## src/rtl/phys_reg_free_list_pkg.sv

```systemverilog
// Shared core package: physical register file geometry and the physical tag
// type used by rename, ROB, reservation stations, LSQ and the free list.
package phys_reg_free_list_pkg;

    localparam int NUM_PHYS      = 64;               // physical registers, power of two
    localparam int NUM_ARCH      = 32;               // architectural registers, mapped at reset
    localparam int TAG_W         = $clog2(NUM_PHYS); // width of a physical tag
    localparam int NUM_FREE_INIT = NUM_PHYS - NUM_ARCH;

    typedef logic [TAG_W-1:0] phys_tag_t;

    // Occupancy limit, expressed in the width of the count register.
    localparam logic [TAG_W:0] COUNT_MAX = (TAG_W+1)'(NUM_PHYS);

    // Tags NUM_ARCH..NUM_PHYS-1 start in the list; 0..NUM_ARCH-1 are mapped.
    localparam logic [NUM_PHYS-1:0] IN_LIST_INIT =
        {{NUM_FREE_INIT{1'b1}}, {NUM_ARCH{1'b0}}};

endpackage

```

## src/rtl/phys_reg_free_list.sv

```systemverilog
// phys_reg_free_list
// Circular free list of physical register tags. Supplies one tag per cycle
// to rename (show-ahead at the head) and accepts up to two tags per cycle
// from ROB retirement.
//
// Ports:
//   clk, reset                 clock (rising edge), async active-high reset
//   alloc_req                  rename consumes alloc_tag this cycle
//   alloc_valid, alloc_tag     head of list; alloc_tag is 0 when empty
//   free_0_valid/free_0_tag    retire slot 0 released tag
//   free_1_valid/free_1_tag    retire slot 1 released tag
//   free_count                 number of tags currently in the list
//   err_double_free            sticky: duplicate or already-listed tag freed
//   err_underflow              sticky: alloc_req while list empty
module phys_reg_free_list
    import phys_reg_free_list_pkg::*;
(
    input  logic             clk,
    input  logic             reset,
    input  logic             alloc_req,
    output logic             alloc_valid,
    output logic [TAG_W-1:0] alloc_tag,
    input  logic             free_0_valid,
    input  logic [TAG_W-1:0] free_0_tag,
    input  logic             free_1_valid,
    input  logic [TAG_W-1:0] free_1_tag,
    output logic [TAG_W:0]   free_count,
    output logic             err_double_free,
    output logic             err_underflow
);

    phys_tag_t           r_entries [NUM_PHYS];
    phys_tag_t           r_head;
    phys_tag_t           r_tail;
    logic [TAG_W:0]      r_count;
    logic [NUM_PHYS-1:0] r_in_list;
    logic                r_err_double_free;
    logic                r_err_underflow;

    logic                w_alloc_valid;
    phys_tag_t           w_head_tag;
    logic                w_pop;
    logic [NUM_PHYS-1:0] w_pop_mask;
    logic [NUM_PHYS-1:0] w_set_mask;
    logic [NUM_PHYS-1:0] w_in_list_eff;
    logic [TAG_W:0]      w_base_count;
    logic                w_acc0;
    logic                w_acc1;
    logic                w_rej0;
    logic                w_rej1;
    phys_tag_t           w_slot1_idx;
    phys_tag_t           w_tail_next;
    logic [TAG_W:0]      w_count_next;

    // A free is taken when the slot is valid, the tag is not the hardwired
    // zero register, the tag is not already listed, it does not duplicate
    // slot 0, and there is room for it.
    function automatic logic free_accept(
        input logic                valid,
        input phys_tag_t           tag,
        input logic [NUM_PHYS-1:0] in_list,
        input logic                dup,
        input logic                room
    );
        return valid && (tag != '0) && !in_list[tag] && !dup && room;
    endfunction

    assign w_alloc_valid = (r_count != '0);
    assign w_head_tag    = r_entries[r_head];
    assign w_pop         = alloc_req && w_alloc_valid;

    genvar gi;
    generate
        for (gi = 0; gi < NUM_PHYS; gi++) begin : g_masks
            assign w_pop_mask[gi] = w_pop && (w_head_tag == TAG_W'(gi));
            assign w_set_mask[gi] = (w_acc0 && (free_0_tag == TAG_W'(gi))) ||
                                    (w_acc1 && (free_1_tag == TAG_W'(gi)));
        end
    endgenerate

    // The tag leaving the head this cycle no longer counts as listed, so the
    // ROB may legally free it in the same cycle; it is re-appended at tail.
    assign w_in_list_eff = r_in_list & ~w_pop_mask;
    assign w_base_count  = r_count - (TAG_W+1)'(w_pop);

    assign w_acc0 = free_accept(free_0_valid, free_0_tag, w_in_list_eff,
                                1'b0, w_base_count < COUNT_MAX);
    assign w_acc1 = free_accept(free_1_valid, free_1_tag, w_in_list_eff,
                                w_acc0 && (free_1_tag == free_0_tag),
                                (w_base_count + (TAG_W+1)'(w_acc0)) < COUNT_MAX);

    // Tag 0 is dropped silently; any other valid free not taken is an error.
    assign w_rej0 = free_0_valid && (free_0_tag != '0) && !w_acc0;
    assign w_rej1 = free_1_valid && (free_1_tag != '0) && !w_acc1;

    assign w_slot1_idx  = w_acc0 ? (r_tail + TAG_W'(1)) : r_tail;
    assign w_tail_next  = r_tail + TAG_W'(w_acc0) + TAG_W'(w_acc1);
    assign w_count_next = w_base_count + (TAG_W+1)'(w_acc0) + (TAG_W+1)'(w_acc1);

    always_ff @(posedge clk or posedge reset) begin
        if (reset) begin
            for (int i = 0; i < NUM_PHYS; i++) begin
                r_entries[i] <= (i < NUM_FREE_INIT) ? TAG_W'(NUM_ARCH + i) : '0;
            end
        end else begin
            if (w_acc0) r_entries[r_tail]      <= free_0_tag;
            if (w_acc1) r_entries[w_slot1_idx] <= free_1_tag;
        end
    end

    always_ff @(posedge clk or posedge reset) begin
        if (reset) begin
            r_head            <= '0;
            r_tail            <= TAG_W'(NUM_FREE_INIT);
            r_count           <= (TAG_W+1)'(NUM_FREE_INIT);
            r_in_list         <= IN_LIST_INIT;
            r_err_double_free <= 1'b0;
            r_err_underflow   <= 1'b0;
        end else begin
            if (w_pop) r_head <= r_head + TAG_W'(1);
            r_tail    <= w_tail_next;
            r_count   <= w_count_next;
            // Setting wins over clearing: a popped tag freed the same cycle
            // is back in the list.
            r_in_list <= (r_in_list & ~w_pop_mask) | w_set_mask;
            if (w_rej0 || w_rej1)              r_err_double_free <= 1'b1;
            if (alloc_req && !w_alloc_valid)   r_err_underflow   <= 1'b1;
        end
    end

    assign alloc_valid     = w_alloc_valid;
    assign alloc_tag       = w_alloc_valid ? w_head_tag : '0;
    assign free_count      = r_count;
    assign err_double_free = r_err_double_free;
    assign err_underflow   = r_err_underflow;

endmodule

```

## config.mk

```make
export PLATFORM = sky130hd
export DESIGN_NAME = phys_reg_free_list
export DESIGN_NICKNAME = d
export VERILOG_FILES = /design/src/rtl/phys_reg_free_list_pkg.sv /design/src/rtl/phys_reg_free_list.sv
export SDC_FILE = /design/constraint.sdc
export NUM_CORES = 1
export LEC_CHECK = 0
export CORE_MARGIN = 3
export CORE_UTILIZATION = 40
export DETAILED_ROUTE_END_ITERATION = 10
export PLACE_DENSITY_LB_ADDON = 0.1
export SLEW_MARGIN = 20
export SYNTH_ARGS = -nofsm -noshare
export SYNTH_HDL_FRONTEND = slang
export SYNTH_SLANG_ARGS = --single-unit
```

## constraint.sdc

```tcl
create_clock -name clk -period 50.2 [get_ports clk]
set_input_delay 12.55 -clock clk [delete_from_list [all_inputs] [get_ports clk]]
set_output_delay 12.55 -clock clk [all_outputs]
set_load 0.01 [all_outputs]
```

==> flow_summary_export.csv <==
group,metric,value,unit
status,status,"completed",
logic_synthesis,synth_nets,2513,
global_routing,gr-usage-all-layers,26.9,%
detailed_routing,wl_per_cell,31.0,µm
worst_setup_path,worstSetupPathType,"primary input to flip-flop",
place,numPortBuffers,32,
pwr,power_density,64.3,nW/µm²
job,maxCapViolations,0,
finish,areaGrowthSynthToFinish,8.49,%
detailed_routing,drc_errors,0,
detailed_routing,vias,21500,
sta,setup_violations,0,
global_routing,grt_pass1_wl,157000,µm
global_routing,grt-ovfl-total,0,
floorplan,die_h,279,µm
clock_tree,cts-root-buf,"clkbuf_16",
logic_synthesis,synth_seq_cells,469,
clock_tree,clk_pin_slew_worst_paths,0.06,ns
pwr,cellLeakagePower,12.7,nW
sta,maxSlewHeadroom,21.5,%
floorplan,fp.dieArea,77700,µm²
floorplan,rows,99,
worst_setup_path,end_kind,"flip-flop",
logic_synthesis,ys_types,95,
clock_tree,cts_setup_buffers,0,
place,placed_cells,3291,
detailed_routing,route.antenna.remaining_nets,0,
finish,post-route-util,44.0,%
clock_tree,cts.sinks,469,
finish,layout.cells.non_filler,3396,
clock_tree,cts_tree,"done",
clock_tree,cts_resized,0,
finish,diodes,0,
finish,drive_gt1_share,45.1,%
detailed_routing,initialDrtViolationCount,1944,
place,gp_congestion,0.994,
logic_synthesis,ys.flop_type,"dfrtp_1",
hold_path,min_path_type,"flip-flop to flip-flop",
logic_synthesis,yosysWarnings,0,
pwr,total_power,2.07,mW
sta,min_period,19.28,ns
sta,fin_skew,0.0315,ns
sta,slew_violations,0,
place,dp_hpwl,67500,µm
global_routing,antenna_found_initial,0,
logic_synthesis,synth_async_sr_flop_share,100,%
floorplan,io_pins,33,
clock_tree,htreeDepth,2,
pwr,peakVddDrop,0.0289,mV
sta,finalHoldViolCount,0,
floorplan,start_util,40.6,%
sta,fin_tns_setup,0,ns
sta,period_share,38.4,%
clock_tree,cts.path.max_buffers,3,
logic_synthesis,syn_area,29700,µm²
logic_synthesis,syn_inst,2486,
detailed_routing,viasPerCell,6.33,
logic_synthesis,synth-edff-count,0,
clock_tree,holdBufCountCts,0,
sta,fmax,51.9,MHz
worst_setup_path,required,50.70,ns
sta,timing.final.ws_setup,30.92,ns
sta,grt_setup_unrepaired,"no",
place,pre_cts_ws,30.38,ns
floorplan,die_x,279,µm
logic_synthesis,syn_area_per_cell,12.0,µm²
sta,worst_slew_pin_slew,1.18,ns
global_routing,grt_max_degree,113,
worst_setup_path,cp.arrival,19.79,ns
place,placed_area,30400,µm²
clock_tree,clock_latency,0.63,ns
floorplan,coreArea,73300,µm²
detailed_routing,drt_pass1_iterations,6,
clock_tree,cts_buffers,56,
finish,fin_area,32300,µm²
global_routing,grt_pass1_vias,22300,
logic_synthesis,seq_area_frac_synth,40.1,%
worst_setup_path,cp-start-kind,"primary input",
sta,whs,0.465,ns
worst_setup_path,critPathMaxFanout,29,
finish,final_net_count,2418,
detailed_routing,drt_wl_total,105000,µm
[where the power goes]
part	internal, mW	switching (mW)
Sequential	0.583	0.128
Clock	0.253	0.171
Combinational	0.426	0.515
Total	1.26	0.813
[synth_stat cells, types with 18 or more instances]
library cell / count / share of area [%]
a21oi_1: 19 / 0.32
a22oi_1: 18 / 0.45
buf_2: 33 / 0.56
buf_4: 19 / 0.48
clkbuf_1: 133 / 1.7
dfrtp_1: 323 / 27
dfstp_2: 146 / 13
inv_1: 23 / 0.29
mux2_1: 24 / 0.91
mux2_2: 620 / 23
mux2i_1: 199 / 6.7
mux4_2: 73 / 5.5
nand2_1: 105 / 1.3
nand2b_1: 20 / 0.42
nand3_1: 43 / 0.72
nor2_1: 77 / 0.97
nor2_2: 40 / 0.84
nor2b_1: 18 / 0.38
nor3_1: 26 / 0.44
nor3_2: 18 / 0.61
o211ai_1: 18 / 0.45
o21ai_0: 71 / 1.2
o221ai_1: 69 / 2.0
o22ai_1: 19 / 0.40
xnor2_1: 19 / 0.56
[cell families after synthesis]
logic type      after synthesis  share of synthesized area (%)
simple gates                451                           8.38
compound gates              342                           8.61
buf+inv                     251                           4.22
xor+xnor                     33                          0.972
mux                         930                           37.3
fa+ha+maj                    10                          0.446
flops                       469                           40.1
[flip-flops by register name, summed over array words and instances, names as in the netlist]
name             cells
err_double_free      1
free_count           7
r_head               6
r_tail               6
r_in_list           64
err_underflow        1
r_entries          384
[per-layer routing]
| layer | track usage, % | vias to the layer above | wire length, µm |
|---|---|---|---|
| li1 | - | 9158 | - |
| met1 | 37.9 | 11300 | 47200 |
| met2 | 43.2 | 819 | 48800 |
| met3 | 3.86 | 199 | 6090 |
| met4 | 7.69 | 0 | 3130 |
| met5 | 0 | - | 0 |
[area by class of cell]
class	instances	area [µm²]
repair buffers	70	574
well taps	959	1200
flip-flops and latches	469	11900
multi-input cells	1766	16600
clock inverters	14	195
clock buffers	90	1680
fillers	6818	41100
inverters	28	115
[critical path: stages]
cell             delay [ns]
clkdlybuf4s50_1        0.51
and2_1                 0.34
o2111ai_1              0.19
and2_1                 0.92
o21ai_0                0.35
mux4_2                 0.55
a2111o_1               0.44
o311a_1                0.15
o311a_1                0.33
buf_4                  0.23
ha_1                   0.23
ha_1                   0.22
nand2b_1               0.13
nor3_1                 0.08
xor2_1                 0.24
o311ai_0               0.20
a41oi_2                0.22
o41ai_2                0.10
buf_4                  0.23
nand2b_1               0.55
nor2_1                 0.61
mux2_2                 0.40
[final timing paths]
kind                                            from                        end  slack [ns]  depth (start not counted)
min reg2reg                err_underflow$_DFFE_PP0P_  err_underflow$_DFFE_PP0P_        0.47                          1
max reg2reg                    r_head[1]$_DFFE_PP0P_   r_entries[272]$_DFF_PP0_       40.15                         26
max                                        alloc_req   r_entries[272]$_DFF_PP0_       30.92                         22
max in group asynchronous                      reset   r_entries[278]$_DFF_PP0_       34.78                          5
min                        err_underflow$_DFFE_PP0P_  err_underflow$_DFFE_PP0P_        0.47                          1
min in group asynchronous                      reset    r_entries[33]$_DFF_PP0_       12.52                          2
[layout by cell type (no fill, tap or decap), types with 17 or more instances in the layout]
cell type        netlist  routed
clkbuf_1             133      20
nor3_2                18      18
dfstp_2              146     146
nand3_1               43      43
nor2_2                40      40
mux2_2               620     620
o22ai_1               19      19
a22oi_1               18      18
o211ai_1              18      18
buf_4                 19      39
mux2i_1              199     199
clkbuf_16              0      57
nand2_1              105     105
o21ai_0               71      71
a21oi_1               19      19
nor2b_1               18      17
inv_1                 23      22
nor2_1                77      77
dfrtp_1              323     320
nand2b_1              20      20
xnor2_1               19      19
o221ai_1              69      69
clkdlybuf4s50_1        0      21
nor3_1                26      26
mux4_2                73      73
mux2_1                24      24
Power figures use the tool's default switching activity.
